`config.mk`:
```
export PLATFORM = sky130hd
export DESIGN_NAME = puf_ro_sequencer
export DESIGN_NICKNAME = d
export VERILOG_FILES = /design/src/rtl/puf_pkg.sv /design/src/rtl/puf_edge_counter.sv /design/src/rtl/puf_ro_sequencer.sv
export SDC_FILE = /design/constraint.sdc
export NUM_CORES = 1
export LEC_CHECK = 0
export BUFFER_PORTS_ARGS = -buffer_cell sky130_fd_sc_hd__buf_2
export CORE_UTILIZATION = 40
export CTS_CLUSTER_DIAMETER = 60
export DETAILED_ROUTE_END_ITERATION = 12
export PLACE_DENSITY = 0.6
export REMOVE_ABC_BUFFERS = 1
export SKIP_CTS_REPAIR_TIMING = 1
export SLEW_MARGIN = 20
export SYNTH_ARGS = -nofsm -noshare
export SYNTH_HDL_FRONTEND = slang
export SYNTH_HIERARCHICAL = 1
export SYNTH_SLANG_ARGS = --single-unit
```
`constraint.sdc`:
```
create_clock -name ICE_CLK -period 7.8 [get_ports ICE_CLK]
set_input_delay 0.78 -clock ICE_CLK [delete_from_list [all_inputs] [get_ports ICE_CLK]]
set_output_delay 0.78 -clock ICE_CLK [all_outputs]
set_load 0.01 [all_outputs]
```
`src/rtl/puf_pkg.sv`:
```
// Shared types and helpers for the ring-oscillator PUF sequencer and the
// host-side challenge generator.
package puf_pkg;

  typedef enum logic [2:0] {
    ST_IDLE,
    ST_SETTLE,
    ST_MEASURE,
    ST_COMPARE,
    ST_NEXT
  } state_e;

  // Ceiling log2, never less than 1 so it can size a select field.
  function automatic int unsigned clog2(input int unsigned v);
    int unsigned r;
    r = 0;
    for (int unsigned p = 1; p < v; p = p << 1) r++;
    return (r == 0) ? 1 : r;
  endfunction

  // Challenge layout: bit i uses ro_a at field 2i+1 and ro_b at field 2i.
  function automatic int unsigned ro_a_lsb(input int unsigned bit_i, input int unsigned sel_w);
    return (2 * bit_i + 1) * sel_w;
  endfunction

  function automatic int unsigned ro_b_lsb(input int unsigned bit_i, input int unsigned sel_w);
    return 2 * bit_i * sel_w;
  endfunction

endpackage

```
`src/rtl/puf_edge_counter.sv`:
```
// Synchronizes one divided oscillator output, detects rising edges and counts
// them into a saturating counter while count_en is high.
module puf_edge_counter
  import puf_pkg::*;
#(
  parameter int unsigned CNT_W = 16
) (
  input  logic             clk,
  input  logic             rst,
  input  logic             din,
  input  logic             clear,
  input  logic             count_en,
  output logic [CNT_W-1:0] count,
  output logic             sat
);

  logic [1:0]       sync_q, sync_d;
  logic             hist_q, hist_d;
  logic [CNT_W-1:0] cnt_q, cnt_d;
  logic             rise;

  always_comb begin
    sync_d = {sync_q[0], din};
    hist_d = sync_q[1];
    rise   = sync_q[1] & ~hist_q;
    cnt_d  = cnt_q;
    if (clear) begin
      cnt_d = '0;
    end else if (count_en && rise && (cnt_q != '1)) begin
      cnt_d = cnt_q + 1'b1;
    end
  end

  always_ff @(posedge clk or posedge rst) begin
    if (rst) begin
      sync_q <= '0;
      hist_q <= 1'b0;
      cnt_q  <= '0;
    end else begin
      sync_q <= sync_d;
      hist_q <= hist_d;
      cnt_q  <= cnt_d;
    end
  end

  assign count = cnt_q;
  assign sat   = (cnt_q == '1);

endmodule

```
`src/rtl/puf_ro_sequencer.sv`:
```
// Walks a latched challenge one oscillator pair at a time, measures both
// oscillators over a fixed window and records one response bit per pair.
module puf_ro_sequencer
  import puf_pkg::*;
#(
  parameter  int unsigned N_RO       = 8,
  parameter  int unsigned RESP_BITS  = 8,
  parameter  int unsigned SETTLE_CYC = 64,
  parameter  int unsigned WINDOW     = 4096,
  parameter  int unsigned CNT_W      = 16,
  localparam int unsigned SEL_W      = clog2(N_RO)
) (
  input  logic                         ICE_CLK,
  input  logic                         ICE_RST,
  input  logic                         start,
  input  logic [RESP_BITS*2*SEL_W-1:0] challenge,
  input  logic [N_RO-1:0]              ro_div,
  output logic [N_RO-1:0]              ro_en,
  output logic                         busy,
  output logic                         done,
  output logic [RESP_BITS-1:0]         response,
  output logic [RESP_BITS-1:0]         tie_mask,
  output logic                         sat
);

  localparam int unsigned IDX_W  = clog2(RESP_BITS);
  localparam int unsigned TMR_W  = clog2((SETTLE_CYC > WINDOW) ? SETTLE_CYC : WINDOW);
  localparam int unsigned CHAL_W = RESP_BITS * 2 * SEL_W;

  state_e             state_q, state_d;
  logic [TMR_W-1:0]   timer_q, timer_d;
  logic [IDX_W-1:0]   idx_q, idx_d;
  logic [CHAL_W-1:0]  chal_q, chal_d;
  logic [SEL_W-1:0]   sel_a_q, sel_a_d, sel_b_q, sel_b_d;
  logic               forced_q, forced_d;
  logic [N_RO-1:0]    ro_en_q, ro_en_d;
  logic [RESP_BITS-1:0] resp_q, resp_d, tie_q, tie_d;
  logic               sat_q, sat_d;
  logic               done_q, done_d;

  logic               clr, cnt_en, enter_bit;
  logic [IDX_W-1:0]   nxt_idx;
  logic [CHAL_W-1:0]  nxt_chal;
  logic [SEL_W-1:0]   pair_a, pair_b;
  logic [CNT_W-1:0]   cnt_a, cnt_b;
  logic               sat_a, sat_b;
  logic               div_a, div_b;

  // Selection is registered at bit entry so the counter inputs stay put.
  assign div_a = ro_div[sel_a_q];
  assign div_b = ro_div[sel_b_q];

  puf_edge_counter #(.CNT_W(CNT_W)) u_cnt_a (
    .clk      (ICE_CLK),
    .rst      (ICE_RST),
    .din      (div_a),
    .clear    (clr),
    .count_en (cnt_en),
    .count    (cnt_a),
    .sat      (sat_a)
  );

  puf_edge_counter #(.CNT_W(CNT_W)) u_cnt_b (
    .clk      (ICE_CLK),
    .rst      (ICE_RST),
    .din      (div_b),
    .clear    (clr),
    .count_en (cnt_en),
    .count    (cnt_b),
    .sat      (sat_b)
  );

  always_comb begin
    state_d   = state_q;
    timer_d   = timer_q;
    idx_d     = idx_q;
    chal_d    = chal_q;
    sel_a_d   = sel_a_q;
    sel_b_d   = sel_b_q;
    forced_d  = forced_q;
    ro_en_d   = ro_en_q;
    resp_d    = resp_q;
    tie_d     = tie_q;
    sat_d     = sat_q;
    done_d    = 1'b0;
    clr       = 1'b0;
    cnt_en    = 1'b0;
    enter_bit = 1'b0;
    nxt_idx   = idx_q;
    nxt_chal  = chal_q;
    pair_a    = '0;
    pair_b    = '0;

    unique case (state_q)
      ST_IDLE: begin
        if (start) begin
          chal_d    = challenge;
          nxt_chal  = challenge;
          nxt_idx   = '0;
          idx_d     = '0;
          sat_d     = 1'b0;
          resp_d    = '0;
          tie_d     = '0;
          enter_bit = 1'b1;
        end
      end
      ST_SETTLE: begin
        if (timer_q == TMR_W'(SETTLE_CYC - 1)) begin
          timer_d = '0;
          clr     = 1'b1;
          state_d = ST_MEASURE;
        end else begin
          timer_d = timer_q + 1'b1;
        end
      end
      ST_MEASURE: begin
        cnt_en = 1'b1;
        if (sat_a || sat_b) sat_d = 1'b1;
        if (timer_q == TMR_W'(WINDOW - 1)) begin
          timer_d = '0;
          state_d = ST_COMPARE;
        end else begin
          timer_d = timer_q + 1'b1;
        end
      end
      ST_COMPARE: begin
        if (!forced_q && (sat_a || sat_b)) sat_d = 1'b1;
        resp_d[idx_q] = !forced_q && (cnt_a > cnt_b);
        tie_d[idx_q]  = forced_q || (cnt_a == cnt_b);
        ro_en_d       = '0;
        state_d       = ST_NEXT;
      end
      ST_NEXT: begin
        if (idx_q == IDX_W'(RESP_BITS - 1)) begin
          done_d  = 1'b1;
          state_d = ST_IDLE;
        end else begin
          nxt_idx   = idx_q + 1'b1;
          idx_d     = nxt_idx;
          enter_bit = 1'b1;
        end
      end
      default: state_d = ST_IDLE;
    endcase

    for (int unsigned k = 0; k < RESP_BITS; k++) begin
      if (nxt_idx == IDX_W'(k)) begin
        pair_a = nxt_chal[ro_a_lsb(k, SEL_W) +: SEL_W];
        pair_b = nxt_chal[ro_b_lsb(k, SEL_W) +: SEL_W];
      end
    end

    // A pair naming the same oscillator twice skips SETTLE/MEASURE entirely.
    if (enter_bit) begin
      sel_a_d = pair_a;
      sel_b_d = pair_b;
      timer_d = '0;
      if (pair_a == pair_b) begin
        forced_d = 1'b1;
        state_d  = ST_COMPARE;
      end else begin
        forced_d        = 1'b0;
        state_d         = ST_SETTLE;
        ro_en_d         = '0;
        ro_en_d[pair_a] = 1'b1;
        ro_en_d[pair_b] = 1'b1;
      end
    end
  end

  always_ff @(posedge ICE_CLK or posedge ICE_RST) begin
    if (ICE_RST) begin
      state_q  <= ST_IDLE;
      timer_q  <= '0;
      idx_q    <= '0;
      chal_q   <= '0;
      sel_a_q  <= '0;
      sel_b_q  <= '0;
      forced_q <= 1'b0;
      ro_en_q  <= '0;
      resp_q   <= '0;
      tie_q    <= '0;
      sat_q    <= 1'b0;
      done_q   <= 1'b0;
    end else begin
      state_q  <= state_d;
      timer_q  <= timer_d;
      idx_q    <= idx_d;
      chal_q   <= chal_d;
      sel_a_q  <= sel_a_d;
      sel_b_q  <= sel_b_d;
      forced_q <= forced_d;
      ro_en_q  <= ro_en_d;
      resp_q   <= resp_d;
      tie_q    <= tie_d;
      sat_q    <= sat_d;
      done_q   <= done_d;
    end
  end

  assign ro_en    = ro_en_q;
  assign busy     = (state_q != ST_IDLE);
  assign done     = done_q;
  assign response = resp_q;
  assign tie_mask = tie_q;
  assign sat      = sat_q;

endmodule

```
==> metrics <==
Power per Cell Area=roughly 320 nW/µm²; post-detailed-route count of antenna-violating nets=0; number of warnings reported in the yosys synthesis log=6; gr ovfl total=0; Non-Filler Instances=1129; portion of total power attributed to combinational logic=approximately a third; vias in the first global route=6042; required time at the endpoint of the critical path=~8.1 ns; first-pass GRT wire length=roughly 31000 µm; Net count, final=between 900 and 1k; largest clock skew in the final design=between 0.006 and 0.007 ns; Mapped Area=7520 µm²; switch share=a little over a third; share of cells above drive strength 1=between 10% and 20%; Max Slew Vio Count=0; height of the die=between 100 and 150 µm; crit share post-route=about half; Clk Tree Root Cell=sky130_fd_sc_hd__clkbuf_16; count of flip-flops with a built-in enable after synthesis=0; Sequential Power Share=a little over a third; critical path capture point type=register; fraction of synthesis flops using an asynchronous set or reset pin=between 90% and 100%; area share of the leading cell type in the synthesized netlist=45.6%; placed inst area=roughly 8100 µm²; final period demand of the worst path=around 3.8 ns; Core Box Area=around 18000 µm²; Yosys reg bits=137; clock tree sinks=approximately 140; clock tree from TritonCTS=done; Die Footprint=approximately 19000 µm²; PortBufs=85; final wirelength=around 18000 µm; Avg Inst Size Synth=9.27 µm²; result of the run=complete, but fails checks; number of diodes=0; Seq/Total Area, Yosys=a little under half; maximum number of pins on one net before global-route repair=58; global-route usage over all layers=about a fifth; Starting DRT DRC Count=between 300 and 400; Pint=1.86 mW; f_max=~260 MHz; maximum level of the CTS H-tree=4; final sum of negative setup slack=0 ns; starting utilization of the core area=just over 40%; HPWL after detailed placement=approximately 13000 µm; worst skew pair latency=around 0.42 ns; post-synthesis to final-layout area growth=16.5%; Arr. time, crit path=between 4 and 5 ns; path class of the lowest-slack min-delay path=register to register; worst setup slack for register-to-register paths=between 3 and 4 ns; number of iterations in the first detailed-routing pass=9; total DRC errors in the routed layout=4; maximum VDD drop=~0.00019 V; library cell occupying the most area in the post-synthesis netlist=sky130_fd_sc_hd__dfrtp_1; Worst Tran Pin Value=a little under 0.8 ns; cell types with the largest area share after synthesis=sky130_fd_sc_hd__dfrtp_1 (46%), sky130_fd_sc_hd__nand2_1 (9.1%), sky130_fd_sc_hd__ha_1 (3.3%); number of antenna violations at the first check in global routing=1; global placer's final weighted congestion=between 0.8 and 0.9; number of maximum-capacitance violations=0; most used flip-flop cell after synthesis=sky130_fd_sc_hd__dfrtp_1; maximum clock path buffer count=2; Routed wire per std cell=16.1 µm; Synth Instances=811; Static Leakage=about 4.1 nW; number of buffers added by the clock tree synthesis step=17; number of placement rows=49; number of ports placed on the die boundary=86; die width=139 µm; setup violation total in the final timing report=0; most instantiated cells after synthesis=sky130_fd_sc_hd__nand2_1 (182), sky130_fd_sc_hd__dfrtp_1 (137), sky130_fd_sc_hd__o21ai_0 (41); number of unique standard cell types used by synthesis=74; violated checks=design-rule violations; Worst-path clk slew=about 0.060 ns; final std cell area, no fill=between 8000 and 9000 µm²; unrepaired setup endpoints after global routing=false; detailed-route via count=6265; Layout fillers=about 1.7k; part of the power in the clock network=approximately a third; category of the critical setup timing path=register to register; Hold Vio Cnt, Final=0; Switch Pwr=a little under 1 mW; Placed Cells incl. Taps=~1.1k; relative slew slack=approximately 48%; cell with the most instances after synthesis=sky130_fd_sc_hd__nand2_1; maximum fanout along the worst path=17; via-per-instance ratio=between 5 and 6; Worst setup SP type=register
-- power groups by stage --
stage / Combinational (mW) / Sequential, mW / Clock [mW]
final: 0.915 / 1.03 / 0.906
after global routing: 1.02 / 1.05 / 0.952
after CTS: 0.919 / 1.03 / 0.919
after detailed placement: 0.906 / 1.04 / 0
after global placement: 0.906 / 1.03 / 0
after floorplan: 0.654 / 1.02 / 0
-- registers in the layout (all words and copies together) (netlist names) --
register,count
sat,1
u_cnt_b/sync_q,2
u_cnt_b/count,16
ro_en,8
timer_q,12
state_q,3
u_cnt_a/count,16
sel_b_q,3
response,8
tie_mask,8
u_cnt_b/hist_q,1
idx_q,3
u_cnt_a/sync_q,2
forced_q,1
sel_a_q,3
u_cnt_a/hist_q,1
chal_q,48
done,1
-- per-layer routing --
metal / GRT usage (%) / vias up / part of all wire [%] / routed length [µm]
li1: - / 3079 / - / -
met1: 28.8 / 3015 / 50 / 8990
met2: 29.8 / 154 / 44 / 8070
met3: 4.80 / 15 / 4.9 / 892
met4: 4.62 / 2 / 0.94 / 170
met5: 0 / - / 0.044 / 8
-- layout by cell type (no fill, tap or decap), drive strengths merged, types with 7 or more instances in the layout --
master / Yosys / layout
and3: 9 / 9
o21ai: 45 / 45
or4: 19 / 19
nand2b: 9 / 9
clkbuf: 15 / 20
a21oi: 43 / 43
nand4: 15 / 15
nand3: 28 / 28
a22oi: 7 / 7
nor3: 7 / 7
mux2: 7 / 7
or3: 19 / 19
o21a: 9 / 9
nor2b: 9 / 9
o31ai: 24 / 24
ha: 20 / 20
mux2i: 22 / 22
nor2: 33 / 33
dfrtp: 137 / 137
buf: 20 / 92
a31oi: 8 / 8
inv: 33 / 33
nand2: 185 / 185
-- logic make-up (layout without fill, tap and decap cells) --
group	after synthesis	after routing	synth area share, %
multiplexers	33	33	5.18
AO/OA/AOI/OAI	177	177	16.2
adder cells (fa/ha/maj)	20	20	3.33
flip-flops	137	137	45.6
buffers and inverters	68	157	4.13
XOR/XNOR	9	9	1.15
AND/OR/NAND/NOR	367	367	24.4
-- critical path: stages (launching register included) --
cell	delay, ns
sky130_fd_sc_hd__dfrtp_1	0.57
sky130_fd_sc_hd__ha_1	0.37
sky130_fd_sc_hd__and4bb_1	0.24
sky130_fd_sc_hd__a211oi_4	0.51
sky130_fd_sc_hd__inv_2	0.19
sky130_fd_sc_hd__a21oi_1	0.50
sky130_fd_sc_hd__a22oi_1	0.18
sky130_fd_sc_hd__nand3_1	0.13
sky130_fd_sc_hd__a22o_1	0.28
sky130_fd_sc_hd__xor2_1	0.20
sky130_fd_sc_hd__nand3_2	0.14
sky130_fd_sc_hd__nand2_4	0.18
sky130_fd_sc_hd__mux2i_1	0.21
-- path summary, 6_finish.rpt --
path / from / endpoint / cells after the start
max in group asynchronous: ICE_RST / chal_q[8] / 3
min reg2reg: u_cnt_b/sync_q[0] / u_cnt_b/sync_q[1] / 0
min in group asynchronous: ICE_RST / timer_q[10] / 2
max: idx_q[0] / ro_en[5] / 12
min: u_cnt_b/sync_q[0] / u_cnt_b/sync_q[1] / 0
max reg2reg: idx_q[0] / ro_en[5] / 12
-- cell type report --
type	count	area, µm²	share of cell area [%]
Timing Repair Buffer	92	478	5.46
Clock buffer	20	467	5.33
Sequential cell	137	3430	39.1
Clock inverter	12	195	2.23
Tap cell	229	287	3.27
Inverter	33	126	1.44
Multi-Input combinational cell	606	3780	43.1
-- metrics by stage --
step / total power [mW] / hold slack (ns) / utilization [%] / setup WS, ns
2_1_floorplan: 1.67 / 0.331 / - / 3.73
3_3_place_gp: 1.94 / 0.332 / 44.5 / 4.07
3_5_place_dp: 1.94 / 0.336 / 44.5 / 3.97
4_1_cts: 2.87 / 0.349 / 48.1 / 4.06
5_1_grt: 3.02 / 0.349 / 48.1 / 3.70
6_report: 2.85 / 0.346 / 48.1 / 3.99
(Power assumes the default switching activity.)
